[src/rtl/alu_pkg.sv]
// rtl/alu_pkg.sv - shared ALU control codes, op/funct encodings and sequencer state
package alu_pkg;

  // Decoded ALU control codes
  localparam logic [2:0] CTRL_ADD  = 3'b000;
  localparam logic [2:0] CTRL_SUB  = 3'b001;
  localparam logic [2:0] CTRL_AND  = 3'b010;
  localparam logic [2:0] CTRL_OR   = 3'b011;
  localparam logic [2:0] CTRL_SLL  = 3'b100;
  localparam logic [2:0] CTRL_MULL = 3'b101;
  localparam logic [2:0] CTRL_MULH = 3'b110;
  localparam logic [2:0] CTRL_ILL  = 3'b111;

  // ALU_op encodings coming from the ID/EX stage
  localparam logic [1:0] OP_RTYPE = 2'b00;
  localparam logic [1:0] OP_SUB   = 2'b01;
  localparam logic [1:0] OP_SLL   = 2'b10;
  localparam logic [1:0] OP_ADD   = 2'b11;

  // R-type funct codes
  localparam logic [3:0] FN_ADD  = 4'b0000;
  localparam logic [3:0] FN_SUB  = 4'b0001;
  localparam logic [3:0] FN_AND  = 4'b0010;
  localparam logic [3:0] FN_OR   = 4'b0011;
  localparam logic [3:0] FN_SLL  = 4'b0100;
  localparam logic [3:0] FN_MULL = 4'b0101;
  localparam logic [3:0] FN_MULH = 4'b0110;

  // Sequencer states
  typedef enum logic {
    ST_IDLE = 1'b0,
    ST_MUL  = 1'b1
  } seq_state_t;

endpackage

[src/rtl/alu_seq_multiplier.sv]
// rtl/alu_seq_multiplier.sv - iterative unsigned shift-add multiplier
module alu_seq_multiplier
  import alu_pkg::*;
#(
  parameter int DATA_W = 16
) (
  input  logic                clk,
  input  logic                reset,
  input  logic                start,
  input  logic [DATA_W-1:0]   a,
  input  logic [DATA_W-1:0]   b,
  output logic                done,
  output logic [2*DATA_W-1:0] product
);

  localparam int CNT_W = $clog2(DATA_W) + 1;

  logic [2*DATA_W-1:0] mcand;
  logic [DATA_W-1:0]   mplr;
  logic [2*DATA_W-1:0] acc;
  logic [2*DATA_W-1:0] acc_next;
  logic [CNT_W-1:0]    cnt;
  logic                active;

  assign active   = (cnt != '0);
  assign acc_next = acc + (mplr[0] ? mcand : '0);
  // The last iteration's partial sum is the full product, exposed on the done cycle
  assign done     = active && (cnt == CNT_W'(1));
  assign product  = acc_next;

  // One add-and-shift per cycle; reset aborts any product in flight
  always_ff @(posedge clk) begin
    if (reset) begin
      mcand <= '0;
      mplr  <= '0;
      acc   <= '0;
      cnt   <= '0;
    end else if (start) begin
      mcand <= {{DATA_W{1'b0}}, a};
      mplr  <= b;
      acc   <= '0;
      cnt   <= CNT_W'(DATA_W);
    end else if (active) begin
      acc   <= acc_next;
      mcand <= mcand << 1;
      mplr  <= mplr >> 1;
      cnt   <= cnt - CNT_W'(1);
    end
  end

endmodule

[src/rtl/alu_op_sequencer.sv]
// rtl/alu_op_sequencer.sv - ALU decode, single-cycle datapath and multiply sequencing
module alu_op_sequencer
  import alu_pkg::*;
#(
  parameter int DATA_W  = 16,
  parameter int FUNCT_W = 4
) (
  input  logic               clk,
  input  logic               reset,
  input  logic               in_valid,
  output logic               in_ready,
  input  logic [1:0]         ALU_op,
  input  logic [FUNCT_W-1:0] funct,
  input  logic [DATA_W-1:0]  src_a,
  input  logic [DATA_W-1:0]  src_b,
  output logic [2:0]         ALU_ctrl,
  output logic [DATA_W-1:0]  result,
  output logic               out_valid,
  output logic               illegal,
  output logic               busy
);

  localparam int SH_W = $clog2(DATA_W);

  seq_state_t          state;
  logic [2:0]          ctrl_dec;
  logic [DATA_W-1:0]   sc_result;
  logic                accept;
  logic                is_mul;
  logic                mul_start;
  logic                mul_done;
  logic [2*DATA_W-1:0] mul_product;

  assign in_ready  = (state == ST_IDLE);
  assign busy      = ~in_ready;
  assign accept    = in_valid & in_ready;
  assign is_mul    = (ctrl_dec == CTRL_MULL) || (ctrl_dec == CTRL_MULH);
  assign mul_start = accept & is_mul;

  // Decode ALU_op/funct into the control code; unknown R-type functs map to illegal
  always_comb begin
    ctrl_dec = CTRL_ADD;
    case (ALU_op)
      OP_RTYPE: begin
        case (funct)
          FUNCT_W'(FN_ADD):  ctrl_dec = CTRL_ADD;
          FUNCT_W'(FN_SUB):  ctrl_dec = CTRL_SUB;
          FUNCT_W'(FN_AND):  ctrl_dec = CTRL_AND;
          FUNCT_W'(FN_OR):   ctrl_dec = CTRL_OR;
          FUNCT_W'(FN_SLL):  ctrl_dec = CTRL_SLL;
          FUNCT_W'(FN_MULL): ctrl_dec = CTRL_MULL;
          FUNCT_W'(FN_MULH): ctrl_dec = CTRL_MULH;
          default:           ctrl_dec = CTRL_ILL;
        endcase
      end
      OP_SUB:  ctrl_dec = CTRL_SUB;
      OP_SLL:  ctrl_dec = CTRL_SLL;
      OP_ADD:  ctrl_dec = CTRL_ADD;
      default: ctrl_dec = CTRL_ADD;
    endcase
  end

  // Single-cycle datapath; illegal and multiply codes produce zero here
  always_comb begin
    sc_result = '0;
    case (ctrl_dec)
      CTRL_ADD: sc_result = src_a + src_b;
      CTRL_SUB: sc_result = src_a - src_b;
      CTRL_AND: sc_result = src_a & src_b;
      CTRL_OR:  sc_result = src_a | src_b;
      CTRL_SLL: sc_result = src_a << src_b[SH_W-1:0];
      default:  sc_result = '0;
    endcase
  end

  alu_seq_multiplier #(
    .DATA_W (DATA_W)
  ) u_mul (
    .clk     (clk),
    .reset   (reset),
    .start   (mul_start),
    .a       (src_a),
    .b       (src_b),
    .done    (mul_done),
    .product (mul_product)
  );

  // Handshake FSM and output registers; out_valid is a one-cycle pulse
  always_ff @(posedge clk) begin
    if (reset) begin
      state     <= ST_IDLE;
      ALU_ctrl  <= CTRL_ADD;
      result    <= '0;
      out_valid <= 1'b0;
      illegal   <= 1'b0;
    end else begin
      out_valid <= 1'b0;
      illegal   <= 1'b0;
      case (state)
        ST_IDLE: begin
          if (accept) begin
            ALU_ctrl <= ctrl_dec;
            if (is_mul) begin
              state <= ST_MUL;
            end else begin
              result    <= sc_result;
              out_valid <= 1'b1;
              illegal   <= (ctrl_dec == CTRL_ILL);
            end
          end
        end
        ST_MUL: begin
          if (mul_done) begin
            state     <= ST_IDLE;
            result    <= (ALU_ctrl == CTRL_MULH) ? mul_product[2*DATA_W-1:DATA_W]
                                                 : mul_product[DATA_W-1:0];
            out_valid <= 1'b1;
          end
        end
        default: state <= ST_IDLE;
      endcase
    end
  end

endmodule

[config.mk]
export PLATFORM = sky130hd
export DESIGN_NAME = alu_op_sequencer
export DESIGN_NICKNAME = d
export VERILOG_FILES = /design/src/rtl/alu_pkg.sv /design/src/rtl/alu_seq_multiplier.sv /design/src/rtl/alu_op_sequencer.sv
export SDC_FILE = /design/constraint.sdc
export NUM_CORES = 1
export LEC_CHECK = 0
export BUFFER_PORTS_ARGS = -buffer_cell sky130_fd_sc_hd__buf_2
export CAP_MARGIN = 40
export CORE_AREA = 4 4 124 126
export DETAILED_ROUTE_END_ITERATION = 10
export DIE_AREA = 0 0 128 130
export PLACE_DENSITY = 0.8
export SYNTH_ARGS = -nofsm -noshare
export SYNTH_HDL_FRONTEND = slang
export SYNTH_SLANG_ARGS = --single-unit
[constraint.sdc]
create_clock -name clk -period 4.7 [get_ports clk]
set_input_delay 0.47 -clock clk [delete_from_list [all_inputs] [get_ports clk]]
set_output_delay 0.47 -clock clk [all_outputs]
set_load 0.05 [all_outputs]
==> results of run 1 <==
## final cells by class
| cell class | instances | area [µm²] | area share |
|---|---|---|---|
| sequential | 107 | 2140 | 0.229 |
| timing repair buffer | 76 | 453 | 0.0485 |
| tap | 184 | 230 | 0.0247 |
| clock inverter | 7 | 80.1 | 0.00858 |
| multi-input combinational | 933 | 6110 | 0.655 |
| inverter | 25 | 93.8 | 0.0101 |
| clock buffer | 9 | 225 | 0.0241 |
## worst min-delay path, stage by stage
cell and delay, ps:
sky130_fd_sc_hd__buf_2 120, sky130_fd_sc_hd__nand2_1 70, sky130_fd_sc_hd__a21oi_1 60
## Yosys cell counts, drive strengths merged (4+ instances only)
cell,n
nor2b,8
a31oi,12
a222oi,4
a21o,27
o2111ai,4
nand2b,9
nor4,6
mux2,9
nor4b,5
mux4,6
clkbuf,43
a2111oi,4
a211oi,18
o21ai,42
o21a,18
xnor2,32
ha,53
nand3b,4
o221ai,8
nor2,111
a21oi,100
a221oi,10
nand2,183
o31ai,5
mux2i,16
o211ai,12
a41oi,4
and3,6
dfxtp,107
buf,26
inv,25
a311oi,33
o21bai,12
or3,12
nand3,35
xor2,14
nor3,30
and2,33
## worst paths after layout
kind                     to  cells past startpoint  slack, ps
max              result[15]                     15       1170
min          u_mul.mplr[15]                      3        410
max reg2reg      result[12]                     12       1470
min reg2reg   u_mul.acc[10]                      2        460
## cell usage in the layout (no fill, tap or decap), types with 5 or more instances in the layout
cell type	count
sky130_fd_sc_hd__a21oi_1	98
sky130_fd_sc_hd__nand3_1	34
sky130_fd_sc_hd__and3_1	6
sky130_fd_sc_hd__mux2_2	8
sky130_fd_sc_hd__nor2b_1	8
sky130_fd_sc_hd__or3_1	11
sky130_fd_sc_hd__mux2i_1	14
sky130_fd_sc_hd__buf_4	9
sky130_fd_sc_hd__ha_1	53
sky130_fd_sc_hd__nor4_1	6
sky130_fd_sc_hd__xor2_1	14
sky130_fd_sc_hd__o21a_1	18
sky130_fd_sc_hd__nor2_1	111
sky130_fd_sc_hd__nand2_1	182
sky130_fd_sc_hd__a31oi_1	10
sky130_fd_sc_hd__o21bai_1	10
sky130_fd_sc_hd__a311oi_1	31
sky130_fd_sc_hd__dfxtp_1	107
sky130_fd_sc_hd__buf_2	63
sky130_fd_sc_hd__inv_1	24
sky130_fd_sc_hd__o211ai_1	10
sky130_fd_sc_hd__a211oi_1	16
sky130_fd_sc_hd__a21o_1	27
sky130_fd_sc_hd__xnor2_1	32
sky130_fd_sc_hd__o221ai_1	8
sky130_fd_sc_hd__and2_1	32
sky130_fd_sc_hd__o31ai_1	5
sky130_fd_sc_hd__a221oi_1	9
sky130_fd_sc_hd__nand2b_1	8
sky130_fd_sc_hd__o21ai_0	36
sky130_fd_sc_hd__nor3_1	29
sky130_fd_sc_hd__clkbuf_16	9
## through the flow
stage | power (mW) | instance area [µm²] | utilization | setup WS, ps | hold slack [ps]
6_report | 3.24 | 9340 | 0.652 | 1170 | 411
5_1_grt | 3.40 | 9340 | 0.652 | 843 | 426
4_1_cts | 3.23 | 9340 | 0.652 | 1170 | 407
3_5_place_dp | 2.43 | 9030 | 0.631 | 781 | 447
3_3_place_gp | 2.38 | 8970 | 0.627 | 835 | 444
2_1_floorplan | 2.03 | 8670 | - | 1220 | 436
## cell families (layout without fill, tap and decap cells)
kind of cell,Yosys count,count (layout)
AOI/OAI and AO/OA,342,342
and+or+nand+nor,459,459
buffers and inverters,94,117
muxes,31,31
adders and majority gates,55,55
DFF,107,107
xor gates and xnor gates,46,46
## registers in the layout (all words and copies together), names as in the netlist
register and flops:
u_mul.acc 32, u_mul.mcand 32, result 16, u_mul.mplr 16, u_mul.cnt 5, ALU_ctrl 3
busy 1, illegal 1, out_valid 1
## routing by layer
layer	part of all wire	vias to the layer above	track usage
met5	0	-	0
met4	0.024	0	0.0893
met3	0.083	47	0.0516
met2	0.45	371	0.490
met1	0.44	4142	0.441
li1	-	4175	-
## where the power goes
group	total [mW]	switching [mW]	leakage, nW	internal, mW
Sequential	1.06	0.0632	0.870	0.997
Clock	0.804	0.381	0.149	0.423
Combinational	1.38	0.977	2.75	0.403
Total	3.24	1.42	3.77	1.82
==> tab_implementation.tex, run 1 <==
\begin{tabular}{lr}
\hline
Metric & Value \\
\hline
\multicolumn{2}{l}{\textbf{Worst hold path}} \\
Worst Hold Launch & src\_b[15] \\
Hold Crit Class & input port to flip-flop \\
\multicolumn{2}{l}{\textbf{CTS}} \\
Clock slew at reported path FFs & 80 ps \\
Cts hold-fix bufs & 0 \\
Number of buffers on the longest clock path & 2 \\
CTS root buf & sky130\_fd\_sc\_hd\_\_clkbuf\_16 \\
Buffers inserted during post-CTS setup optimization & 0 \\
\# resized after CTS & 0 \\
CTS Buf Count & 9 \\
Clock tree from TritonCTS & done \\
Clock Sinks & 107 \\
Source-to-sink clock delay at the later pin of the worst-skew pair & 360 ps \\
Number of H-tree branching levels & 3 \\
\multicolumn{2}{l}{\textbf{Cells and area}} \\
Fraction of final layout cells sized beyond drive strength 1 & 0.121 \\
Total of fill cells in the finished design & 1,312 \\
Area added between synthesis and finish & 7.69\% \\
Layout Nets & 1,248 \\
Post-route non-filler standard cell count & 1,341 \\
Inserted Diodes & 0 \\
\multicolumn{2}{l}{\textbf{Logic synthesis}} \\
Summed instance area of the synthesized netlist & 8670 µm² \\
Number of nets in the synthesized netlist & 1,230 \\
Number of instances in the synthesized netlist & 1,134 \\
Area share of the largest cell type after synthesis & 0.247 \\
Most common flop cell mapped by yosys & sky130\_fd\_sc\_hd\_\_dfxtp\_1 \\
Simple-gate share of the synthesized area & 0.246 \\
Portion of netlist area occupied by mux cells & 0.0489 \\
Number of different library cells in the post-synthesis netlist & 93 \\
Post-synthesis sequential element count & 107 \\
Async S/R FF share, synth & 0 \\
Main combinational cell family by area after synthesis & compound AO/OA/AOI/OAI gates \\
Share of the yosys chip area belonging to registers & 0.247 \\
Post-Synth XOR/XNOR Area & 0.0465 \\
Area contributors post-synth & sky130\_fd\_sc\_hd\_\_dfxtp\_1 25\%, sky130\_fd\_sc\_hd\_\_nand2\_1 7.9\%, sky130\_fd\_sc\_hd\_\_ha\_1 7.7\% \\
Arithmetic-cell share of the synthesized area counting full adders, half adders and majority gates & 0.0811 \\
Synth Area per Inst & 7.64 µm² \\
Complex-gate fraction of the synthesized area & 0.281 \\
Number of flops mapped to enable cells by yosys & 0 \\
Cell type contributing the most total cell area after synthesis & sky130\_fd\_sc\_hd\_\_dfxtp\_1 \\
Yosys warning count & 0 \\
\multicolumn{2}{l}{\textbf{Floorplan}} \\
Die Outline Area & 16,600 µm² \\
Core region area & 14,300 µm² \\
Die outline height & 130 µm \\
Initial core utilization & 0.606 \\
Cell row count & 44 \\
I/O pin count & 64 \\
Die W & 128 µm \\
\multicolumn{2}{l}{\textbf{Global routing}} \\
Initial antenna violation count & 0 \\
Remaining Overflow, GRT & 0 \\
Global-route wire length before repair & 41,700 µm \\
All-layer global routing usage & 0.311 \\
Vias in the first global route & 7,950 \\
Largest net degree at the start of global routing & 65 \\
\multicolumn{2}{l}{\textbf{Power}} \\
LEAKAGE & 3.77 nW \\
Cell area power density & 348 nW/µm² \\
Peak VDD IR & 1080 µV \\
\multicolumn{2}{l}{\textbf{Timing}} \\
Time the worst path needs with I/O delays and setup & 3530 ps \\
Maximum frequency from static timing analysis & 0.283 GHz \\
Clock Skew & 11.3 ps \\
Slew @ Worst Pin & 867 ps \\
RSZ-0062 raised after global routing & false \\
Setup TNS Final & 0 ps \\
Number of max-slew violations in the final report & 0 \\
\# setup viols final & 0 \\
Normalized max-slew margin & 0.415 \\
Period utilization & 0.752 \\
Final number of hold-violating endpoints & 0 \\
\multicolumn{2}{l}{\textbf{Route}} \\
First-pass DRT Iterations & 6 \\
Vias & 8,735 \\
Number of remaining DRC errors & 0 \\
Drt via density & 6.51 \\
Number of DRC violations after detailed-routing iteration 0 & 881 \\
Final Routed Wirelength & 26,200 µm \\
Average detailed-routed wire length per instance & 19.5 µm \\
Remaining antenna violation count after routing & 0 \\
\multicolumn{2}{l}{\textbf{Critical path}} \\
Slowest library cell on the worst path & sky130\_fd\_sc\_hd\_\_o32ai\_2 \\
Worst Path Max Fanout & 10 \\
Cell occurring most often along the worst timing path & sky130\_fd\_sc\_hd\_\_nor2\_1 \\
Capturing element type of the critical path & flip-flop \\
Slowest Stage Delay on Critical Path & 400 ps \\
Reg-to-reg startpoint & u\_mul.mplr[0] \\
Kind of start point of the critical path & input port \\
CP Class & input port to flip-flop \\
Critical Path Source & funct[3] \\
Cell-by-cell listing of the critical path & buf\_2 -> nor4b\_2 -> nor2\_1 -> nor2\_1 -> nor2\_1 -> xnor2\_1 -> ha\_1 -> o21a\_1 -> o31a\_1 -> o32ai\_2 -> o21ai\_1 -> a21boi\_0 -> nor3\_1 -> a2111oi\_1 -> o211ai\_1 \\
Cell class contributing the biggest share of worst-path delay & compound AO/OA/AOI/OAI gates \\
CP required & 4940 ps \\
Buffers plus inverters on the worst setup path & 1 \\
Worst endpoint data arrival time & 3770 ps \\
\multicolumn{2}{l}{\textbf{Place}} \\
Final Wtd Congestion & 0.962 \\
\# placed instances & 1,325 \\
I/O Buffers & 63 \\
Post-detailed-placement half-perimeter wirelength & 19,300 µm \\
\multicolumn{2}{l}{\textbf{Job}} \\
Max-cap violations & 0 \\
\multicolumn{2}{l}{\textbf{Outcome}} \\
Status & finished clean \\
\hline
\end{tabular}
Note: power is estimated with default switching activity, not from simulation.
==> inputs of run 2 (changes only) <==
--- a/config.mk
+++ b/config.mk
@@ -5,11 +5,12 @@
 export SDC_FILE = /design/constraint.sdc
 export NUM_CORES = 1
 export LEC_CHECK = 0
+export ABC_AREA = 1
 export BUFFER_PORTS_ARGS = -buffer_cell sky130_fd_sc_hd__buf_2
 export CAP_MARGIN = 40
-export CORE_AREA = 4 4 124 126
+export CORE_AREA = 4 4 129 131
 export DETAILED_ROUTE_END_ITERATION = 10
-export DIE_AREA = 0 0 128 130
+export DIE_AREA = 0 0 133 135
 export PLACE_DENSITY = 0.8
 export SYNTH_ARGS = -nofsm -noshare
 export SYNTH_HDL_FRONTEND = slang
==> constraint.sdc (replaced) <==
create_clock -name clk -period 3.3 [get_ports clk]
set_input_delay 0.33 -clock clk [delete_from_list [all_inputs] [get_ports clk]]
set_output_delay 0.33 -clock clk [all_outputs]
set_load 0.05 [all_outputs]
==> run 2 against run 1 <==
Net effect:
- highest routed layer unchanged
- register-to-register slack got worse by 1000 ps
- critical endpoint is now result[4]
- cell area up 9.6%
- synthesized cell count grew 42%
- largest cell class unchanged
- core utilization rose by 0.38 points
- setup slack worse by 790 ps
- critical path type unchanged
==> tab_implementation.tex, run 2 <==
\begin{tabular}{lr}
\hline
Metric & Value \\
\hline
\multicolumn{2}{l}{\textbf{Job}} \\
Max-cap violations & 0 (unchanged) \\
\multicolumn{2}{l}{\textbf{Power}} \\
Peak VDD IR & 311 µV (-71\%) \\
Cell internal pwr & 2.89 mW (+59\%) \\
Part of the total power dissipated in combinational logic & 0.435 (+0.009) \\
Overall power after layout & 5.13 mW (+58\%) \\
Sequential power share & 0.310 (-0.017) \\
Part of the power in the clock network & 0.256 (+0.008) \\
Net switching fraction of the power & 0.436 (-0.00202) \\
LEAKAGE & 5.43 nW (+44\%) \\
Cell area power density & 502 nW/µm² (+44\%) \\
Switching power & 2.24 mW (+58\%) \\
\multicolumn{2}{l}{\textbf{Logic synthesis}} \\
Post-synthesis sequential element count & 107 (unchanged) \\
Number of nets in the synthesized netlist & 1,702 (+38\%) \\
Yosys warning count & 0 (unchanged) \\
Leading cell types by count after synthesis & 517 x sky130\_fd\_sc\_hd\_\_nand2\_1, 232 x sky130\_fd\_sc\_hd\_\_inv\_1, 175 x sky130\_fd\_sc\_hd\_\_nand3\_1 \\
Number of different library cells in the post-synthesis netlist & 47 (-49\%) \\
Number of flops mapped to enable cells by yosys & 0 (unchanged) \\
Cell type contributing the most total cell area after synthesis & sky130\_fd\_sc\_hd\_\_dfxtp\_1 \\
Area share of the largest cell type after synthesis & 0.228 (-0.0194) \\
Area contributors post-synth & sky130\_fd\_sc\_hd\_\_dfxtp\_1 23\%, sky130\_fd\_sc\_hd\_\_nand2\_1 21\%, sky130\_fd\_sc\_hd\_\_nand3\_1 9.3\% \\
Portion of netlist area occupied by mux cells & 0 (-0.0489) \\
Main combinational cell family by area after synthesis & simple AND/OR/NAND/NOR gates \\
Share of the yosys chip area belonging to registers & 0.228 (-0.0194) \\
Number of instances in the synthesized netlist & 1,606 (+42\%) \\
Synth Area per Inst & 5.86 µm² (-23\%) \\
Arithmetic-cell share of the synthesized area counting full adders, half adders and majority gates & 0.0747 (-0.00638) \\
Summed instance area of the synthesized netlist & 9410 µm² (+8.5\%) \\
Complex-gate fraction of the synthesized area & 0.161 (-0.121) \\
Most common flop cell mapped by yosys & sky130\_fd\_sc\_hd\_\_dfxtp\_1 \\
Post-Synth XOR/XNOR Area & 0.0205 (-0.0260) \\
Async S/R FF share, synth & 0 (unchanged) \\
Most common cell in the netlist & sky130\_fd\_sc\_hd\_\_nand2\_1 \\
Simple-gate share of the synthesized area & 0.387 (+0.141) \\
\multicolumn{2}{l}{\textbf{Route}} \\
Number of DRC violations after detailed-routing iteration 0 & 967 (+9.8\%) \\
Final Routed Wirelength & 30,200 µm (+15\%) \\
Number of remaining DRC errors & 0 (unchanged) \\
Remaining antenna violation count after routing & 0 (unchanged) \\
Drt via density & 5.66 (-13\%) \\
Vias & 10,547 (+21\%) \\
First-pass DRT Iterations & 6 (unchanged) \\
Average detailed-routed wire length per instance & 16.2 µm (-17\%) \\
\multicolumn{2}{l}{\textbf{Timing}} \\
Setup TNS Final & 0 ps (unchanged) \\
Time the worst path needs with I/O delays and setup & 2930 ps \\
Final number of hold-violating endpoints & 0 (unchanged) \\
Normalized max-slew margin & 0.502 (+0.0871) \\
Clock Skew & 13.1 ps (+1.82 ps) \\
Maximum frequency from static timing analysis & 0.342 GHz \\
RSZ-0062 raised after global routing & false \\
Number of max-slew violations in the final report & 0 (unchanged) \\
Period utilization & 0.887 \\
Slew @ Worst Pin & 745 ps (-122 ps) \\
\# setup viols final & 0 (unchanged) \\
\multicolumn{2}{l}{\textbf{Cells and area}} \\
Layout Nets & 1,739 (+39\%) \\
Leading cell types in the layout, fill and taps excluded & 517 x sky130\_fd\_sc\_hd\_\_nand2\_1, 232 x sky130\_fd\_sc\_hd\_\_inv\_1, 175 x sky130\_fd\_sc\_hd\_\_nand3\_1 \\
Final design area excluding fillers & 10,200 µm² (+9.6\%) \\
Top Registers & u\_mul.acc: 32 flops, u\_mul.mcand: 32 flops \\
Area added between synthesis and finish & 8.75\% \\
Post-route non-filler standard cell count & 1,864 (+39\%) \\
Fraction of final layout cells sized beyond drive strength 1 & 0.0843 (-0.0367) \\
Inserted Diodes & 0 (unchanged) \\
Most common cell after layout, fill and taps aside & sky130\_fd\_sc\_hd\_\_nand2\_1 \\
Utilization of the core after routing & 0.656 (+0.00376) \\
\multicolumn{2}{l}{\textbf{Global routing}} \\
Largest net degree at the start of global routing & 38 (-42\%) \\
Global-route wire length before repair & 48,700 µm (+17\%) \\
Met1 track utilization from global routing & 0.408 (-0.0332) \\
GRT Max-Usage Layer & met2 \\
Vias in the first global route & 9,758 (+23\%) \\
Remaining Overflow, GRT & 0 (unchanged) \\
Met2 usage in global routing & 0.587 (+0.0970) \\
Initial antenna violation count & 0 (unchanged) \\
All-layer global routing usage & 0.332 (+0.0215) \\
Met3 layer usage reported by global route & 0.0384 (-0.0132) \\
\multicolumn{2}{l}{\textbf{Outcome}} \\
Status & finished clean \\
\multicolumn{2}{l}{\textbf{Floorplan}} \\
I/O pin count & 64 (unchanged) \\
Core region area & 15,600 µm² (+9.0\%) \\
Die outline height & 135 µm (+3.8\%) \\
Die W & 133 µm (+3.9\%) \\
Cell row count & 46 (+4.5\%) \\
Initial core utilization & 0.603 (-0.00243) \\
Die Outline Area & 18,000 µm² (+7.9\%) \\
\multicolumn{2}{l}{\textbf{Critical path}} \\
CP required & 3550 ps (-1390 ps) \\
Worst Path Max Fanout & 17 (+7) \\
Worst path depth & 15 (unchanged) \\
Cell class contributing the biggest share of worst-path delay & simple AND/OR/NAND/NOR gates \\
Cell-by-cell listing of the critical path & buf\_2 -> nor2\_1 -> nand2\_2 -> nand2\_4 -> nand3\_2 -> nor2\_1 -> a21oi\_1 -> fa\_1 -> nand3\_1 -> nand2\_1 -> or2\_2 -> nand3\_1 -> nand4\_1 -> a21oi\_1 -> a21oi\_1 \\
Cell occurring most often along the worst timing path & sky130\_fd\_sc\_hd\_\_a21oi\_1 \\
Slowest library cell on the worst path & sky130\_fd\_sc\_hd\_\_fa\_1 \\
Worst endpoint data arrival time & 3170 ps (-600 ps) \\
CP Class & input port to flip-flop \\
Kind of start point of the critical path & input port \\
Slowest Stage Delay on Critical Path & 510 ps (+110 ps) \\
Buffers plus inverters on the worst setup path & 1 (unchanged) \\
Reg2Reg Depth & 14 (+2) \\
Capturing element type of the critical path & flip-flop \\
\multicolumn{2}{l}{\textbf{CTS}} \\
Number of buffers on the longest clock path & 2 (unchanged) \\
Clock Sinks & 107 (unchanged) \\
CTS root buf & sky130\_fd\_sc\_hd\_\_clkbuf\_16 \\
\# resized after CTS & 0 (unchanged) \\
Source-to-sink clock delay at the later pin of the worst-skew pair & 360 ps (about the same) \\
Clock tree from TritonCTS & done \\
CTS Buf Count & 9 (unchanged) \\
Number of H-tree branching levels & 3 (unchanged) \\
Buffers inserted during post-CTS setup optimization & 0 (unchanged) \\
Clock slew at reported path FFs & 80 ps (about the same) \\
Cts hold-fix bufs & 0 (unchanged) \\
\multicolumn{2}{l}{\textbf{Place}} \\
\# placed instances & 1,848 (+39\%) \\
Final Wtd Congestion & 1.01 (+4.6\%) \\
Post-detailed-placement half-perimeter wirelength & 23,700 µm (+23\%) \\
I/O Buffers & 63 (unchanged) \\
Placed Area & 9880 µm² (+9.4\%) \\
\multicolumn{2}{l}{\textbf{Worst hold path}} \\
Hold Crit Class & input port to flip-flop \\
Worst hold path depth & 3 (unchanged) \\
\hline
\end{tabular}
[run 2: final cells by class]
| cell class | count | area, µm² |
|---|---|---|
| Timing Repair Buffer | 89 | 510 |
| Clock inverter | 7 | 130 |
| Inverter | 239 | 901 |
| Clock buffer | 9 | 225 |
| Tap cell | 216 | 270 |
| Multi-Input combinational cell | 1197 | 6050 |
| Fill cell | 1495 | 5370 |
| Sequential cell | 107 | 2140 |
[run 2: cells by family (layout without fill, tap and decap cells)]
group	count (synthesis)	count (layout)
and+or+nand+nor	858	858
adders and majority gates	55	55
AOI/OAI and AO/OA	262	262
buffers and inverters	302	344
DFF	107	107
xor gates and xnor gates	22	22
[run 2: worst reg2reg max path, delay by kind of cell, from the launching register on]
kind | cells | cell delay (ps)
simple gates | 7 | 810
buf+inv | 2 | 340
flops | 1 | 460
compound gates | 4 | 820
fa+ha+maj | 1 | 290
[run 2: layer usage]
layer	share of wire	vias up	wire [µm]
li1	-	5250	-
met1	0.42	4787	12600
met2	0.48	430	14600
met3	0.059	80	1790
met4	0.040	0	1200
met5	0	-	0
[run 2: final timing paths]
path	from	to	slack, ps
max	funct[3]	result[4]	370
min reg2reg	u_mul.mplr[15]	u_mul.mplr[15]	470
max reg2reg	u_mul.mplr[0]	result[6]	450
min	src_b[15]	u_mul.mplr[15]	260
[run 2: power by group through the flow]
stage / Sequential (mW) / Combinational (mW) / Clock, mW
after floorplan: 1.67 / 1.55 / 0
after global placement: 1.61 / 2.15 / 0
after detailed placement: 1.61 / 2.18 / 0
after CTS: 1.59 / 2.19 / 1.32
after global routing: 1.60 / 2.45 / 1.36
final: 1.59 / 2.23 / 1.31
[run 2: metrics by stage]
stage          worst slack [ps]  hold WS [ps]
2_1_floorplan               367           440
3_3_place_gp                112           456
3_5_place_dp               45.8           458
4_1_cts                     414           254
5_1_grt                     140           270
6_report                    373           262
